[src/rtl/mem_wb_stage.sv]
// MEM/WB pipeline register with write-back source selection, halt latch and
// an optional saturating retired-instruction counter (macro WB_RETIRE_CNT_EN).
module mem_wb_stage #(
  parameter int NBITS = 32,
  parameter int RBITS = 5
) (
  input  logic             i_clk,
  input  logic             i_rst,
  input  logic             i_step,
  input  logic             i_flush,
  input  logic             i_valid,
  input  logic [NBITS-1:0] i_ALU_rslt,
  input  logic [NBITS-1:0] i_mem_data,
  input  logic [NBITS-1:0] i_pc_plus8,
  input  logic [RBITS-1:0] i_rd,
  input  logic             i_reg_wr_en,
  input  logic [1:0]       i_wb_sel,
  input  logic             i_halt,
  output logic [NBITS-1:0] o_wb_data,
  output logic [RBITS-1:0] o_wb_rd,
  output logic             o_wb_wr_en,
  output logic             o_valid,
  output logic             o_halted
`ifdef WB_RETIRE_CNT_EN
  ,
  output logic [31:0]      o_retired
`endif
);

  logic             valid_q,  valid_d;
  logic             wr_en_q,  wr_en_d;
  logic             halted_q, halted_d;
  logic [RBITS-1:0] rd_q,     rd_d;
  logic [1:0]       sel_q,    sel_d;
  logic [NBITS-1:0] alu_q,    alu_d;
  logic [NBITS-1:0] mem_q,    mem_d;
  logic [NBITS-1:0] pc8_q,    pc8_d;
`ifdef WB_RETIRE_CNT_EN
  logic [31:0]      retired_q, retired_d;
`endif

  logic adv;
  logic capture;

  // Once HALT sits in WB the stage freezes until reset.
  assign adv     = i_step & ~halted_q;
  assign capture = adv & i_valid & ~i_flush;

  always_comb begin
    valid_d  = valid_q;
    wr_en_d  = wr_en_q;
    halted_d = halted_q;
    rd_d     = rd_q;
    sel_d    = sel_q;
    alu_d    = alu_q;
    mem_d    = mem_q;
    pc8_d    = pc8_q;
`ifdef WB_RETIRE_CNT_EN
    retired_d = retired_q;
`endif
    if (adv) begin
      // Bubbles load all-zero so forwarding sees a clean rd=0 slot.
      valid_d  = capture;
      wr_en_d  = capture & i_reg_wr_en;
      halted_d = capture & i_halt;
      rd_d     = capture ? i_rd       : '0;
      sel_d    = capture ? i_wb_sel   : '0;
      alu_d    = capture ? i_ALU_rslt : '0;
      mem_d    = capture ? i_mem_data : '0;
      pc8_d    = capture ? i_pc_plus8 : '0;
`ifdef WB_RETIRE_CNT_EN
      if (capture && (retired_q != 32'hFFFF_FFFF)) retired_d = retired_q + 32'd1;
`endif
    end
  end

  always_ff @(posedge i_clk) begin
    if (!i_rst) begin
      valid_q  <= 1'b0;
      wr_en_q  <= 1'b0;
      halted_q <= 1'b0;
      rd_q     <= '0;
      sel_q    <= '0;
      alu_q    <= '0;
      mem_q    <= '0;
      pc8_q    <= '0;
`ifdef WB_RETIRE_CNT_EN
      retired_q <= '0;
`endif
    end else begin
      valid_q  <= valid_d;
      wr_en_q  <= wr_en_d;
      halted_q <= halted_d;
      rd_q     <= rd_d;
      sel_q    <= sel_d;
      alu_q    <= alu_d;
      mem_q    <= mem_d;
      pc8_q    <= pc8_d;
`ifdef WB_RETIRE_CNT_EN
      retired_q <= retired_d;
`endif
    end
  end

  always_comb begin
    o_wb_data = alu_q;
    case (sel_q)
      2'b01:   o_wb_data = mem_q;
      2'b10:   o_wb_data = pc8_q;
      default: o_wb_data = alu_q;
    endcase
  end

  // HALT never writes, and r0 is hard-wired so its writes are dropped.
  assign o_wb_wr_en = valid_q & wr_en_q & (rd_q != '0) & ~halted_q;
  assign o_wb_rd    = rd_q;
  assign o_valid    = valid_q;
  assign o_halted   = halted_q;
`ifdef WB_RETIRE_CNT_EN
  assign o_retired  = retired_q;
`endif

endmodule

[config.mk]
export PLATFORM = sky130hd
export DESIGN_NAME = mem_wb_stage
export DESIGN_NICKNAME = d
export VERILOG_FILES = /design/src/rtl/mem_wb_stage.sv
export SDC_FILE = /design/constraint.sdc
export NUM_CORES = 1
export LEC_CHECK = 0
export BUFFER_PORTS_ARGS = -buffer_cell sky130_fd_sc_hd__buf_2
export CAP_MARGIN = 40
export CORE_ASPECT_RATIO = 1.75
export CORE_UTILIZATION = 52
export DETAILED_ROUTE_END_ITERATION = 8
export PLACE_DENSITY = 0.84
export SYNTH_ARGS = -nofsm -noshare
export SYNTH_HDL_FRONTEND = slang
export SYNTH_SLANG_ARGS = --single-unit
[constraint.sdc]
create_clock -name i_clk -period 3.1 [get_ports i_clk]
set_input_delay 0.465 -clock i_clk [delete_from_list [all_inputs] [get_ports i_clk]]
set_output_delay 0.465 -clock i_clk [all_outputs]
set_load 0.005 [all_outputs]
==> impl_metrics.py, run 1 <==
metrics = {
    "placed_design": {
        "io_buffers": 149,
        "gp_congestion": 0.862,
        "dp_hpwl_um": 6660,
    },
    "setup_path": {
        "cp-start-kind": "flip-flop",
        "cp_data_required_time_ns": 2.63,
        "crit_type": "flip-flop to output pin",
        "reg2regPathDepth": 4,
        "end_kind": "output pin",
        "rr_endpoint": "pc8_q[25]",
        "r2r_slack_ns": 1.43,
        "worstPathArrival_ns": 2.15,
        "crit_fanout": 38,
        "r2r_start": "o_halted",
    },
    "clocking": {
        "root_buffer": "clkbuf_16",
        "cts_made_buffers": 9,
        "cts_buffer_depth": 2,
        "cts_htree_levels": 3,
        "insertion_delay_ns": 0.34,
        "post-cts-setup-buffers": 0,
        "cts_tree": "done",
        "ctsResizeCount": 0,
        "cts.clk_slew.worst_paths_ns": 0.07,
        "cts_sinks": 106,
        "cts_hold_buf": 0,
    },
    "synth": {
        "syn_nets": 473,
        "netlist.area_leader.share": 0.546,
        "async_flop_share": 0,
        "synthDistinctLibCells": 19,
        "ys_seq_area_frac": 0.546,
        "synthCells": 361,
        "ys_warn_count": 0,
        "ys_seq_elements": 106,
        "ys_top_cells_by_area": "dfxtp_1 (55%), a22o_1 (23%), a22oi_1 (6.2%)",
        "yosys.area.top_type": "dfxtp_1",
        "synthFlopType": "dfxtp_1",
        "synth_area_um2": 3880,
        "synth_area_per_cell_um2": 10.8,
        "synth_common_cells": "dfxtp_1 (106), a22o_1 (104), nand2_1 (35), a22oi_1 (32), o21ai_0 (32)",
        "synth_edf_count": 0,
        "synth_most_common_cell": "dfxtp_1",
    },
    "timing": {
        "setup_viol": 0,
        "fmax_mhz": 382,
        "rsz0062_at_grt": "no",
        "slew_violations": 0,
        "fin_tns_setup_ns": 0,
        "post-route-period-util": 0.844,
        "slew_headroom": 0.546,
        "hold_viol": 0,
        "skew_ns": 0.00586,
        "tightest_slew_ns": 0.681,
        "min_period_ns": 2.62,
    },
    "power": {
        "power_density_nw_per_um2": 563,
        "ir_drop_mv": 0.390,
        "leakagePower_uw": 0.00214,
        "power_uw": 2760,
    },
    "die": {
        "start_util": 0.537,
        "die_w_um": 67.3,
        "coreArea_um2": 7230,
        "die_area_um2": 7830,
        "rows": 41,
        "die_h_um": 116,
        "ios": 150,
    },
    "routing": {
        "wl_per_cell_um": 16.9,
        "first_iter_violations": 261,
        "vias": 3450,
        "viasPerCell": 5.93,
        "wirelength_um": 9830,
        "first_pass_iters": 5,
        "route.detailed.drc": 0,
        "ant_nets": 0,
    },
    "finish": {
        "final_util": 0.679,
        "final_net_count": 601,
        "layout-drive-gt1-share": 0.348,
        "area_growth_pct": 26.4,
    },
    "run_status": {
        "outcome": "completed",
    },
    "worst_hold_path": {
        "hold_path.class": "input pin to flip-flop",
        "min_from": "i_pc_plus8[28]",
        "whs_path_depth": 2,
        "hold-path-endpoint": "pc8_q[28]",
    },
    "flow_run": {
        "cap_violations": 0,
    },
    "global_route": {
        "grt_max_degree": 66,
        "grt_overflow_total": 0,
        "grt_pass1_wl_um": 14900,
        "gr-usage-all-layers": 0.251,
        "antenna_found_initial": 2,
        "grt_pass1_vias": 3138,
    },
}
metal layers:
| metal | track usage | up-vias | routed length [um] |
|---|---|---|---|
| li1 | - | 1626 | - |
| met1 | 0.303 | 1664 | 3950 |
| met2 | 0.405 | 129 | 5060 |
| met3 | 0.0391 | 31 | 412 |
| met4 | 0.163 | 0 | 418 |
| met5 | 0 | - | 0 |
state kept, by name, indices dropped and copies added, names as in the netlist:
register,cells
o_wb_rd,5
wr_en_q,1
sel_q,2
alu_q,32
o_halted,1
o_valid,1
pc8_q,32
mem_q,32
stage by stage:
step,hold slack (ns),area [um^2],std cells,setup slack [ns]
final,0.339,4910,582,0.484
after global routing,0.329,4910,582,0.269
after CTS,0.328,4900,580,0.480
after detailed placement,0.455,4600,564,0.855
after global placement,0.456,4570,563,0.962
after floorplan,0.442,3880,361,1.33
final cells by class:
cell class | instances | area (um^2)
fill | 545 | 2320
sequential | 106 | 2120
multi-input combinational | 216 | 1550
timing repair buffer | 154 | 816
clock buffer | 12 | 256
tap | 86 | 108
clock inverter | 4 | 50.0
inverter | 2 | 7.51
antenna | 2 | 5.00
how the worst max path moves through the flow:
stage | startpoint | end | slack, ns | depth (start not counted)
6_report | sel_q[0] | o_wb_data[8] | 0.48 | 6
5_1_grt | sel_q[0] | o_wb_data[4] | 0.27 | 6
4_1_cts | sel_q[0] | o_wb_data[8] | 0.48 | 6
3_5_place_dp | sel_q[0] | o_wb_data[8] | 0.86 | 6
3_3_place_gp | sel_q[0] | o_wb_data[4] | 0.96 | 6
2_1_floorplan | sel_q[0] | o_wb_data[0] | 1.33 | 6
layout by cell type (no fill, tap or decap), types with 2 or more instances in the layout:
cell type,netlist,layout
a22o_1,104,104
a22oi_1,32,32
buf_2,16,149
buf_4,0,3
clkbuf_16,0,9
clkbuf_8,0,2
clkinvlp_4,0,2
dfxtp_1,106,106
diode_2,0,2
inv_1,2,2
nand2_1,35,35
nor2b_1,3,3
o21ai_0,32,32
critical path, stage by stage (launching register included):
cell	delay, ns
dfxtp_1	0.36
inv_1	0.06
ha_2	0.70
buf_4	0.37
nand2_1	0.10
o21ai_0	0.08
buf_2	0.15
cell families (layout without fill, tap and decap cells):
family | count (synthesis) | in the layout | synth area share
AND/OR/NAND/NOR | 44 | 44 | 0.0477
flip-flops | 106 | 106 | 0.546
other | 0 | 2 | 0
AO/OA/AOI/OAI | 170 | 170 | 0.341
adder cells (fa/ha/maj) | 2 | 2 | 0.00644
buffers and inverters | 39 | 172 | 0.0583
power breakdown:
part           switching [uW]  total [uW]  leakage, uW  internal (uW)
Combinational            96.6         197      0.00114            101
Clock                     478        1150     0.000145            669
Sequential               21.0        1420     0.000859           1400
Power figures use the tool's default switching activity.
==> run 2, diff against run 1 <==
Settings changed: CORE_UTILIZATION 52 to 44, PLACE_DENSITY 0.84 to 0.76.
Clock period 3.1 ns to 2.3 ns, I/O delays scaled along.
==> impl_metrics.py, run 2 (synthesis results as in run 1) <==
metrics = {
    "run_status": {
        "outcome": "completed",
    },
    "clocking": {
        "insertion_delay_ns": 0.35,
        "cts_made_buffers": 9,
        "cts_hold_buf": 0,
        "root_buffer": "clkbuf_16",
        "cts.clk_slew.worst_paths_ns": 0.08,
        "cts_buffer_depth": 2,
        "cts_sinks": 106,
        "cts_htree_levels": 3,
        "cts_tree": "done",
    },
    "routing": {
        "vias": 3398,
        "first_pass_iters": 4,
        "viasPerCell": 5.51,
        "ant_nets": 0,
        "wl_per_cell_um": 16.4,
        "wirelength_um": 10100,
        "first_iter_violations": 206,
        "route.detailed.drc": 0,
    },
    "global_route": {
        "grt_util_met3": 0.0376,
        "antenna_found_initial": 1,
        "grtUsageMet1": 0.271,
        "grt_pass1_vias": 3265,
        "grt_max_degree": 56,
        "grt_overflow_total": 0,
        "grt_busiest_layer": "met2",
        "gr-usage-all-layers": 0.224,
        "grt_util_met2": 0.380,
        "grt_pass1_wl_um": 15800,
    },
    "setup_path": {
        "cp-start-kind": "flip-flop",
        "crit_fanout": 17,
        "worstPathArrival_ns": 1.70,
        "reg2regPathDepth": 4,
        "r2r_slack_ns": 0.79,
        "rr_endpoint": "pc8_q[10]",
        "r2r_start": "o_halted",
        "end_kind": "output pin",
        "crit_type": "flip-flop to output pin",
        "cp_data_required_time_ns": 1.96,
    },
    "timing": {
        "setup_viol": 0,
        "slew_headroom": 0.660,
        "post-route-period-util": 0.890,
        "min_period_ns": 2.05,
        "hold_viol": 0,
        "rsz0062_at_grt": "no",
        "fin_tns_setup_ns": 0,
        "holdWs_ns": 0.207,
        "slew_violations": 0,
        "tightest_slew_ns": 0.511,
        "skew_ns": 0.0135,
        "fmax_mhz": 488,
        "fin_ws_ns": 0.253,
    },
    "finish": {
        "final_cell_mix": "buf_2 (149), dfxtp_1 (106), a22o_1 (104), nand2_1 (35)",
        "final_common_cell": "buf_2",
        "final_util": 0.583,
        "final_net_count": 605,
        "reg_top3": "alu_q (32), mem_q (32), pc8_q (32)",
        "finish.instance_area_um2": 5030,
        "layout-drive-gt1-share": 0.355,
        "final.fill_count": 792,
        "area_growth_pct": 29.4,
    },
    "die": {
        "die_area_um2": 9220,
        "die_w_um": 73.0,
        "coreArea_um2": 8610,
        "start_util": 0.451,
        "die_h_um": 126,
        "ios": 150,
        "rows": 45,
    },
    "power": {
        "ir_drop_mv": 0.534,
        "leakagePower_uw": 0.00218,
        "power_density_nw_per_um2": 761,
    },
    "placed_design": {
        "gp_congestion": 0.877,
        "post-place-ws_ns": 0.489,
        "dp_hpwl_um": 7100,
        "io_buffers": 149,
        "postPlaceCellArea_um2": 4680,
    },
    "worst_hold_path": {
        "whs_path_depth": 2,
        "min_from": "i_reg_wr_en",
        "hold_path.class": "input pin to flip-flop",
        "hold-path-endpoint": "wr_en_q",
    },
    "flow_run": {
        "cap_violations": 0,
    },
}
-- run 2: cell types whose count changed in the layout (fill, tap and decap cells not counted), sizes merged --
cell | before | now
clkinv | 1 | 2
clkbuf | 12 | 9
buf | 154 | 158
inv | 2 | 3
bufinv | 1 | 2
-- run 2: final cells by class --
cell class,instances,area [um^2],share of cell area
diodes,2,5.00,0.000996
clock buffers,9,225,0.0448
clock inverters,7,101,0.0202
inverters,2,7.51,0.00149
multi-input cells,216,1560,0.309
flip-flops and latches,106,2120,0.422
well taps,117,146,0.0291
repair buffers,158,863,0.172
-- run 2: worst max-delay path: stages (launching register included) --
cell and delay [ns]:
dfxtp_1 0.33, inv_1 0.10, ha_4 0.28, buf_12 0.19
a22oi_1 0.09, o21ai_0 0.22, buf_2 0.16
-- run 2: layer usage --
layer / wire (um) / vias to the layer above
met5: 0 / -
met4: 254 / 0
met3: 414 / 18
met2: 5330 / 95
met1: 4110 / 1648
li1: - / 1637
-- run 2: repair_timing --
action,in CTS,in global routing
resized for setup,0,1
setup buffers,0,0
setup endpoints to repair,0,1
-- run 2: worst max path at each step --
stage,start,end,slack (ns),cells after the start
after floorplan,sel_q[0],o_wb_data[0],0.65,6
after global placement,sel_q[0],o_wb_data[13],0.50,6
after detailed placement,sel_q[0],o_wb_data[29],0.49,6
after CTS,sel_q[0],o_wb_data[29],0.12,6
after global routing,sel_q[0],o_wb_data[13],0.13,6
final,sel_q[0],o_wb_data[29],0.25,6
-- run 2: per-stage QoR --
stage,instances,power (uW)
after floorplan,361,2080
final,617,3830
after global placement,599,2220
after CTS,615,3850
after detailed placement,599,2220
after global routing,616,3970
-- run 2: report_power, final --
group	switching [uW]	internal [uW]	total, uW
combinational	133	143	276
sequential	27.8	1880	1910
clock	679	961	1640
